`config.mk`:
```
export PLATFORM = sky130hd
export DESIGN_NAME = usb_bus_initiator
export DESIGN_NICKNAME = d
export VERILOG_FILES = /design/src/rtl/usb_bus_initiator.sv
export SDC_FILE = /design/constraint.sdc
export NUM_CORES = 1
export LEC_CHECK = 0
export BUFFER_PORTS_ARGS = -buffer_cell sky130_fd_sc_hd__buf_2
export CAP_MARGIN = 20
export CORE_UTILIZATION = 45
export CTS_BUF_LIST = sky130_fd_sc_hd__clkbuf_4 sky130_fd_sc_hd__clkbuf_8
export DETAILED_ROUTE_END_ITERATION = 10
export GPL_TIMING_DRIVEN = 0
export HOLD_SLACK_MARGIN = 0.05
export PLACE_DENSITY = 0.79
export SLEW_MARGIN = 5
export SYNTH_ARGS = -nofsm -noshare
export SYNTH_HDL_FRONTEND = slang
export SYNTH_SLANG_ARGS = --single-unit
```
`constraint.sdc`:
```
create_clock -name clk_usb -period 2.7 [get_ports clk_usb]
set_input_delay 0.135 -clock clk_usb [delete_from_list [all_inputs] [get_ports clk_usb]]
set_output_delay 0.135 -clock clk_usb [all_outputs]
set_load 0.02 [all_outputs]
```
`src/rtl/usb_bus_initiator.sv`:
```
// Initiator for the 8-bit multiplexed USB register bus: turns command/stream
// requests into an address-latch phase followed by timed read/write strobe beats.
module usb_bus_initiator #(
  parameter int unsigned ADDR_WIDTH = 8,
  parameter int unsigned DATA_WIDTH = 8,
  parameter int unsigned ALE_CYC    = 2,
  parameter int unsigned SETUP_CYC  = 2,
  parameter int unsigned STROBE_CYC = 3,
  parameter int unsigned HOLD_CYC   = 1
) (
  input  logic                  clk_usb,
  input  logic                  reset_n,
  input  logic                  cmd_valid,
  output logic                  cmd_ready,
  input  logic                  cmd_write,
  input  logic [ADDR_WIDTH-1:0] cmd_addr,
  input  logic [15:0]           cmd_len,
  input  logic                  wr_valid,
  output logic                  wr_ready,
  input  logic [DATA_WIDTH-1:0] wr_data,
  output logic                  rsp_valid,
  output logic [DATA_WIDTH-1:0] rsp_data,
  output logic                  rsp_last,
  output logic [ADDR_WIDTH-1:0] usb_addr_o,
  output logic [DATA_WIDTH-1:0] usb_d_o,
  output logic                  usb_d_oe,
  input  logic [DATA_WIDTH-1:0] usb_d_i,
  output logic                  usb_cen_o,
  output logic                  usb_alen_o,
  output logic                  usb_rdn_o,
  output logic                  usb_wrn_o
);

  localparam int unsigned CNT_W = 8;
  localparam int unsigned LEN_W = 16;

  typedef enum logic [2:0] {
    ST_IDLE,
    ST_ALE,
    ST_SETUP,
    ST_STROBE,
    ST_HOLD
  } state_t;

  state_t                  state_q, state_d;
  logic [CNT_W-1:0]        cnt_q, cnt_d;
  logic [LEN_W-1:0]        beats_q, beats_d;
  logic                    is_wr_q, is_wr_d;
  logic                    held_q, held_d;
  logic                    beat_start;

  logic [ADDR_WIDTH-1:0]   addr_d;
  logic [DATA_WIDTH-1:0]   d_o_d;
  logic                    oe_d;
  logic [DATA_WIDTH-1:0]   rsp_data_d;
  logic                    rsp_valid_d;
  logic                    rsp_last_d;
  logic                    wr_ready_d;
  logic                    cmd_ready_d;
  logic                    cen_d;
  logic                    alen_d;
  logic                    rdn_d;
  logic                    wrn_d;

  // State and every bus/handshake output are registered here.
  always_ff @(posedge clk_usb or negedge reset_n) begin
    if (!reset_n) begin
      state_q    <= ST_IDLE;
      cnt_q      <= '0;
      beats_q    <= '0;
      is_wr_q    <= 1'b0;
      held_q     <= 1'b0;
      usb_addr_o <= '0;
      usb_d_o    <= '0;
      usb_d_oe   <= 1'b0;
      rsp_data   <= '0;
      rsp_valid  <= 1'b0;
      rsp_last   <= 1'b0;
      wr_ready   <= 1'b0;
      cmd_ready  <= 1'b1;
      usb_cen_o  <= 1'b1;
      usb_alen_o <= 1'b1;
      usb_rdn_o  <= 1'b1;
      usb_wrn_o  <= 1'b1;
    end else begin
      state_q    <= state_d;
      cnt_q      <= cnt_d;
      beats_q    <= beats_d;
      is_wr_q    <= is_wr_d;
      held_q     <= held_d;
      usb_addr_o <= addr_d;
      usb_d_o    <= d_o_d;
      usb_d_oe   <= oe_d;
      rsp_data   <= rsp_data_d;
      rsp_valid  <= rsp_valid_d;
      rsp_last   <= rsp_last_d;
      wr_ready   <= wr_ready_d;
      cmd_ready  <= cmd_ready_d;
      usb_cen_o  <= cen_d;
      usb_alen_o <= alen_d;
      usb_rdn_o  <= rdn_d;
      usb_wrn_o  <= wrn_d;
    end
  end

  // Next state plus next values of the registered outputs.
  always_comb begin
    state_d     = state_q;
    cnt_d       = cnt_q;
    beats_d     = beats_q;
    is_wr_d     = is_wr_q;
    held_d      = held_q;
    addr_d      = usb_addr_o;
    d_o_d       = usb_d_o;
    oe_d        = usb_d_oe;
    rsp_data_d  = rsp_data;
    rsp_valid_d = 1'b0;
    rsp_last_d  = 1'b0;
    wr_ready_d  = 1'b0;
    beat_start  = 1'b0;

    case (state_q)
      ST_IDLE: begin
        oe_d = 1'b0;
        if (cmd_valid && cmd_ready) begin
          state_d = ST_ALE;
          cnt_d   = '0;
          is_wr_d = cmd_write;
          addr_d  = cmd_addr;
          beats_d = (cmd_len == '0) ? LEN_W'(1) : cmd_len;
        end
      end
      ST_ALE: begin
        if (cnt_q == CNT_W'(ALE_CYC - 1)) begin
          state_d    = ST_SETUP;
          cnt_d      = '0;
          beat_start = 1'b1;
        end else begin
          cnt_d = cnt_q + CNT_W'(1);
        end
      end
      ST_SETUP: begin
        if (!held_q) begin
          // Write stalled for data: setup count only starts once data is on the bus.
          if (wr_valid) begin
            d_o_d      = wr_data;
            oe_d       = 1'b1;
            wr_ready_d = 1'b1;
            held_d     = 1'b1;
          end
        end else if (cnt_q == CNT_W'(SETUP_CYC - 1)) begin
          state_d = ST_STROBE;
          cnt_d   = '0;
        end else begin
          cnt_d = cnt_q + CNT_W'(1);
        end
      end
      ST_STROBE: begin
        if (cnt_q == CNT_W'(STROBE_CYC - 1)) begin
          state_d = ST_HOLD;
          cnt_d   = '0;
          if (!is_wr_q) begin
            rsp_data_d  = usb_d_i;
            rsp_valid_d = 1'b1;
            rsp_last_d  = (beats_q == LEN_W'(1));
          end
        end else begin
          cnt_d = cnt_q + CNT_W'(1);
        end
      end
      ST_HOLD: begin
        if (cnt_q == CNT_W'(HOLD_CYC - 1)) begin
          cnt_d = '0;
          if (beats_q > LEN_W'(1)) begin
            beats_d    = beats_q - LEN_W'(1);
            state_d    = ST_SETUP;
            beat_start = 1'b1;
          end else begin
            state_d = ST_IDLE;
            oe_d    = 1'b0;
          end
        end else begin
          cnt_d = cnt_q + CNT_W'(1);
        end
      end
      default: state_d = ST_IDLE;
    endcase

    // Entering SETUP for a new beat: grab write data now if it is already offered.
    if (beat_start) begin
      held_d = !is_wr_q;
      if (is_wr_q && wr_valid) begin
        d_o_d      = wr_data;
        oe_d       = 1'b1;
        wr_ready_d = 1'b1;
        held_d     = 1'b1;
      end
    end

    cmd_ready_d = (state_d == ST_IDLE);
    cen_d       = (state_d == ST_IDLE);
    alen_d      = (state_d != ST_ALE);
    wrn_d       = !((state_d == ST_STROBE) && is_wr_d);
    rdn_d       = !((state_d == ST_STROBE) && !is_wr_d);
  end

endmodule

```
; After elaboration in Yosys (flattened, before gate mapping)
; Cells that the tools add are included.
[classes]
addsub = 2
order_cmp = 1
n_eq_ne = 13
n_mux = 52
n_bitwise = 1
n_reduce_logical = 19
[op_table]
columns = operator, n
row1 = $mux W8, 10
row2 = $mux W16, 4
row3 = $pmux W8 S5, 1
row4 = $pmux W16 S2, 1
row5 = $mux W1, 26
row6 = $mux W3, 6
row7 = $eq A16 B1 Y1 const B, 1
row8 = $gt A16 B1 Y1 const B, 1
row9 = $logic_not A16 Y1, 1
row10 = $sub A16 B1 Y16 const B, 1
row11 = $pmux W3 S5, 1
row12 = $eq A3 B2 Y1 const B, 3
row13 = $add A8 B1 Y8 const B, 1
row14 = $eq A8 B1 Y1 const B, 1
row15 = $eq A8 B2 Y1 const B, 1
row16 = $logic_not A8 Y1, 1
row17 = $ne A2 B2 Y1 const B, 4
row18 = $logic_not A3 Y1, 2
row19 = $reduce_and A3 Y1, 2
row20 = $reduce_bool A5 Y1, 1
row21 = $logic_and A1 B1 Y1, 4
row22 = $logic_not A1 Y1, 4
row23 = $reduce_and A4 Y1, 1
row24 = $reduce_bool A2 Y1, 2
row25 = other kinds (8), 8
[word_totals]
register_bits = 61

; Longest topological paths before layout
; Gate-level depths: netlist (run 1).
[logic_depth]
ltp_word = 7
depth_mapped = 7
ltp_nobuf = 7

; Worst setup path before layout (run 1)
; Ideal clock, no wire load.
[synth_path]
path_kind = register -> register
from = reg cnt_q[2]
to = reg beats_q[14]
setup_ns = 0.122
t_arrival_ns = 1.799
required_time_ns = 2.578
slack_ns = 0.779
path_stages_with_launch = 7
path_buffers = 1
path_cell_list = dfrtp_1 > nor4_4 > and2_0 > buf_2 > a31oi_2 > or3_1 > a32o_1
[synth_via]
elab_chain_len = 3
[synth_rtl]
columns = element, line_no
row1 = from (decl), 46  ; logic [CNT_W-1:0] cnt_q, cnt_d;
row2 = from (signal assigned), 87  ; cnt_q <= cnt_d;
row3 = $logic_not A8 Y1, 172  ; if (cnt_q == CNT_W'(HOLD_CYC - 1)) begin
row4 = $ne A2 B2 Y1 (no line), -
row5 = $reduce_and A4 Y1 (no line), -
row6 = to (signal assigned), 88  ; beats_q <= beats_d;
row7 = to (decl), 47  ; logic [LEN_W-1:0] beats_q, beats_d;
; Every way passes these cells.
; A chain may end at the register's enable or synchronous reset.

; Final worst setup path (run 1)
[layout_path]
from = reg beats_q[6]
to = reg beats_q[14]
[layout_via]
elab_chain_len = 4
[layout_rtl]
columns = element, line_no
row1 = $sub A16 B1 Y16, 175  ; beats_d = beats_q - LEN_W'(1);
row2 = $mux W16, 174  ; if (beats_q > LEN_W'(1)) begin
row3 = $mux W16, 172
row4 = $pmux W16 S2, 122  ; case (state_q)
; Parallel ways exist; a longest one is shown, timed or not. The select of a mux whose other input is x is not followed.

==> metrics.cfg, run 1 <==
[setup_path]
critPathLaunchType=register
crit_start=beats_q[6]
crit_path_end_kind=register
r2r_end=beats_q[14]
cpPeakStageDelay_ns=0.81
r2r_start=beats_q[6]
cpMaxStageDelayCell=nor4_1
crit_end=beats_q[14]
cp.arrival_ns=2.61
critPathKind=register to register
crit_top_cell=nor4_1
required_ns=2.97
critical_path_buf_inv_count=0
rrSetupSlack_ns=0.36
crit_fanout=6
crit_path_cell_trace=nor4_1 -> nand2_1 -> nor4_1 -> or3_1 -> a32o_1
path_depth=5
cpLargestDelayFamily=simple AND/OR/NAND/NOR gates
reg2reg_depth=5

[sta]
slew_headroom_pct=40.4
drv_slew=0
final-hold-violation-count=0
fin_tns_setup_ns=0
worst-slew-pin-transition_ns=0.886
setup_viol=0
rsz0062_at_grt=false
fin_crit_ns=2.34
fin_crit_sh_pct=86.7
fmax_mhz=427
finClkSkew_ns=0.0122

[floorplanning]
die_width_um=87.0
placementRows=30
die_h_um=87.0
start_util_pct=47.3
io_pins=78
dieArea_um2=7570
core_area_um2=6870

[global_routing]
gr-usage-all-layers_pct=22.1
grt_pass1_vias=2814
grt_max_degree=33
grt-ovfl-total=0
grt_pass1_wl_mm=12.9
antenna_found_initial=0

[flow_run]
maxCapViolations=0

[synth]
synth_cell_types=57
synthTopCellsByArea=dfrtp_1, mux2_2, dfstp_2, nor2_1, o21ai_0
yosys_warnings=0
synth-seq-cells=61
synth_top_area_share_pct=43.9
synth.yosys.seq_area_share_pct=47.1
synth_edf_count=0
synth.net_count=361
avgSynthCellArea_um2=10.5
synthFlopType=dfrtp_1
netlist_instances=310
mappedNetlistArea_um2=3250
synth_top_cell_by_area=dfrtp_1
async_reset_ff_share_pct=100

[outcome]
status=finished clean

[route]
drc=0
routedWlPerCell_um=15.0
drtPass1Iterations=4
ant_nets=0
wirelength_mm=7.89
route.detailed.vias_per_inst=5.63
first_iter_violations=222
route.vias.total=2956

[clock_network]
cts_root_buf=clkbuf_8
cts_max_level=3
cts_resized=0
cts_buffers=9
cts.sinks=61
clk_path_buf_depth=2
cts_tree=done
path_clk_slew_ns=0.08
cts_setup_buffers=0
clock_latency_ns=0.34

[placed_design]
io_buffers=77
placed_area_um2=3780
gp_congestion=0.885
dp_hpwl_mm=5.52

[hold_path]
hold_path_class=input port to register
hold_path_startpoint=cmd_write

[final_layout]
nFillCells=602
area_delta_synth_final_pct=29.4
mostFrequentLayoutCells=buf_2, dfrtp_1, mux2_2, dlygate4sd3_1, nor2_1
layout-drive-gt1-share_pct=33.8
n_antenna_cell=0
layout_commonest_cell=buf_2
multiInputGateArea_um2=1620
nNetsFinal=475
fin_area_um2=4210
seqCellArea_um2=1530

[power]
vdd_drop_max_mv=0.527
p_total_mw=4.30
power_leakage_nw=1.91
p_per_area_nw_per_um2=1020

[final cells by class]
type                            instances  share of cell area [%]
Inverter                                7                   0.624
Buffer                                 14                    1.84
Sequential cell                        61                    36.4
Clock inverter                          4                   0.535
Clock buffer                           12                    3.78
Timing Repair Buffer                  103                    15.6
Tap cell                               96                    2.85
Multi-Input combinational cell        228                    38.4
[timing repair]
action / CTS / global route
hold endpoints to repair: 53 / 0
hold buffers: 25 / 0
setup endpoints to repair: 0 / 0
[metal layers]
metal / GRT usage, % / up-vias / share of wire, %
met5: 0 / - / 0
met4: 7.88 / 0 / 1.6
met3: 4.93 / 13 / 4.7
met2: 37.6 / 96 / 50
met1: 27.5 / 1449 / 43
li1: - / 1398 / -
[Yosys cell counts (4+ instances only)]
master	count
o31ai_1	6
nand2_1	18
a21o_1	5
nor2_1	23
a21oi_1	10
dfrtp_1	57
nor3_1	9
nor2b_1	4
a22o_1	8
mux2_2	26
ha_1	6
clkbuf_1	7
or2_2	5
a22oi_1	4
inv_1	7
o2bb2ai_1	8
nor4_1	12
nand3_1	14
o21ai_0	17
dfstp_2	4
[worst min-delay path by stage]
stage,to,cells past startpoint
floorplan,beats_q[0],0
global placement,usb_addr_o[0],2
detailed placement,beats_q[9],1
CTS,is_wr_q,2
global route,is_wr_q,2
finish,is_wr_q,2
[cell families after synthesis]
family                   share of synthesized area, %
AO/OA/AOI/OAI                                    18.2
multiplexers                                     9.31
adder cells (fa/ha/maj)                          2.31
AND/OR/NAND/NOR                                  19.9
buffers and inverters                            3.19
flip-flops                                       47.1
[worst reg2reg max path: cells and delay by family, from the launching register on]
kind	cells	cell delay (ns)
AND/OR/NAND/NOR	4	1.71
flip-flops	1	0.44
AO/OA/AOI/OAI	1	0.12
[through the flow]
stage | hold WS, ns | util (%) | setup WS (ns) | std cells
floorplan | -0.161 | - | 0.779 | 310
global placement | 0.366 | 54.7 | 0.416 | 483
detailed placement | 0.225 | 55.0 | 0.453 | 484
CTS | 0.0594 | 61.3 | 0.417 | 525
global route | 0.0685 | 61.3 | 0.170 | 525
finish | 0.0682 | 61.3 | 0.358 | 525
[power breakdown]
part           switching, mW  internal [mW]
sequential             0.294           1.30
clock                  0.358          0.389
combinational           1.13          0.827
total                   1.79           2.51
[registers in the layout, indices dropped and copies added (netlist names), 3 cells and up]
register    count
state_q         3
cnt_q           8
usb_d_o         8
rsp_data        8
beats_q        16
usb_addr_o      8
No activity file was read; power rests on OpenSTA's default activity.
==> inputs of run 2 (changes only) <==
CORE_UTILIZATION = 37   (was 45)
PLACE_DENSITY = 0.69   (was 0.79)
SLEW_MARGIN = 30   (was 5)
==> run 2 against run 1 <==
  * Design area is 0.24% higher
  * Combinational power hardly changed
  * Largest power group unchanged
  * Final cell count is 1.7% higher
  * Clock power is 6.6% lower
  * Sequential share of layout area is 0.086 points lower
  * Critical path type unchanged
  * Setup slack better by 0.031 ns
==> metrics.cfg, run 2 (synthesis results as in run 1) <==
[route]
drc=0  ; unchanged
route.vias.total=2917  ; -1.3%
routedWlPerCell_um=15.4  ; +2.7%
ant_nets=0  ; unchanged
first_iter_violations=189  ; -15%
drtPass1Iterations=4  ; unchanged
route.detailed.vias_per_inst=5.46  ; -3.0%
wirelength_mm=8.23  ; +4.4%

[clock_network]
cts.sinks=61  ; unchanged
cts_max_level=3  ; unchanged
path_clk_slew_ns=0.07  ; about the same
cts_root_buf=clkbuf_8
cts_setup_buffers=0  ; unchanged
cts_buffers=9  ; unchanged
clock_latency_ns=0.34  ; about the same
cts_tree=done
clk_path_buf_depth=2  ; unchanged
cts_resized=0  ; unchanged

[floorplanning]
core_area_um2=8340  ; +21%
io_pins=78  ; unchanged
start_util_pct=39.0  ; -8.3 points
die_h_um=95.7  ; +10%
die_width_um=95.7  ; +10%
dieArea_um2=9160  ; +21%
placementRows=33  ; +10%

[final_layout]
nNetsFinal=476  ; +0.21%
layout-drive-gt1-share_pct=33.8  ; unchanged
fin_area_um2=4220  ; +0.24%
area_delta_synth_final_pct=29.8
layout_commonest_cell=buf_2
mostFrequentLayoutCells=buf_2, dfrtp_1, mux2_2, dlygate4sd3_1, nor2_1
largest_register_ffs=16  ; unchanged
fin_util_pct=50.6  ; -11 points
top_register=beats_q
n_antenna_cell=0  ; unchanged

[placed_design]
io_buffers=77  ; unchanged
detailedPlace.worstSlack_ns=0.376  ; -0.0768 ns
placed_area_um2=3790  ; +0.36%
gp_congestion=0.865  ; -2.3%
dp_hpwl_mm=5.72  ; +3.5%

[flow_run]
maxCapViolations=0  ; unchanged

[sta]
rsz0062_at_grt=false
fin_crit_ns=2.31  ; -0.0315 ns
fin_crit_sh_pct=85.6  ; -1.2 points
drv_slew=0  ; unchanged
final-hold-violation-count=0  ; unchanged
setup_viol=0  ; unchanged
fmax_mhz=433  ; +1.4%
fin_tns_setup_ns=0  ; unchanged
holdWs_ns=0.101  ; +0.0333 ns
finClkSkew_ns=0.00749  ; -0.00473 ns
slew_headroom_pct=58.8  ; +18 points
worst-slew-pin-transition_ns=0.612  ; -0.273 ns
fin_ws_ns=0.390  ; +0.0315 ns

[setup_path]
crit_fanout=10  ; +4
critPathKind=register to register
reg2reg_depth=6  ; +1
r2r_end=beats_q[6]
r2r_start=state_q[1]
crit_path_end_kind=register
rrSetupSlack_ns=0.39  ; +0.03 ns
cp.arrival_ns=2.54  ; -0.07 ns
critPathLaunchType=register
required_ns=2.93  ; -0.04 ns

[power]
p_per_area_nw_per_um2=1010  ; -1.5%
vdd_drop_max_mv=0.406  ; -23%
power_leakage_nw=1.90  ; -0.48%

[hold_path]
hold_path_startpoint=cmd_len[6]
hold_path_end=beats_q[6]
hold_path_depth=3  ; +1
hold_path_class=input port to register

[outcome]
status=finished clean

[global_routing]
grt_pass1_vias=2901  ; +3.1%
grt_max_degree=35  ; +6.1%
grt-ovfl-total=0  ; unchanged
grt_pass1_wl_mm=13.5  ; +4.3%
gr-usage-all-layers_pct=19.4  ; -2.7 points
antenna_found_initial=0  ; unchanged

-- run 2: cell count changes in the layout (fill, tap and decap cells not counted) --
cell | previous run | this run
clkinvlp_4 | 1 | 2
buf_2 | 80 | 79
nor4_1 | 12 | 11
buf_4 | 3 | 4
clkbuf_8 | 12 | 10
dlygate4sd3_1 | 25 | 26
nor4_2 | 1 | 2
-- run 2: worst max-delay path, stage by stage, from the launching register on --
cell and delay, ns:
dfrtp_1 0.42, buf_2 0.19, nor4_1 0.55, o21bai_1 0.26, clkbuf_1 0.44, o211ai_1 0.18, o2bb2ai_1 0.16
-- run 2: worst max-delay path by stage --
stage	slack, ns	from	cells after the start	endpoint
finish	0.39	state_q[1]	6	beats_q[6]
global route	0.18	state_q[1]	6	beats_q[8]
CTS	0.35	beats_q[6]	5	beats_q[14]
detailed placement	0.38	beats_q[6]	5	beats_q[14]
global placement	0.42	beats_q[6]	5	beats_q[14]
floorplan	0.78	cnt_q[2]	6	beats_q[14]
-- run 2: metal layers --
metal  up-vias  GRT usage (%)  part of all wire (%)
li1       1402              -                     -
met1      1416           23.6                    42
met2        90           33.4                    51
met3         9           4.42                   5.6
met4         0           7.21                  0.96
met5         -              0                     0
-- run 2: cell type report --
class                      count  area [µm²]
fill                         814        4120
tap                          105         131
inverter                       7        26.3
buffer                        14        77.6
clock buffer                  10         131
timing repair buffer         104         668
clock inverter                 5        30.0
sequential                    61        1530
multi-input combinational    228        1620
-- run 2: where the power goes --
part	switching [mW]	total, mW	internal, mW
clock network	0.366	0.698	0.333
registers	0.298	1.60	1.30
logic	1.12	1.95	0.826
-- run 2: repair_timing --
action,in CTS,in global routing
hold endpoints to repair,52,0
hold buffers,26,0
endpoints found under the setup margin,0,0
-- run 2: stage by stage --
stage               power [mW]  std cells
floorplan                 2.96        310
global placement          3.46        492
detailed placement        3.53        493
CTS                       4.28        534
global route              4.57        534
finish                    4.24        534
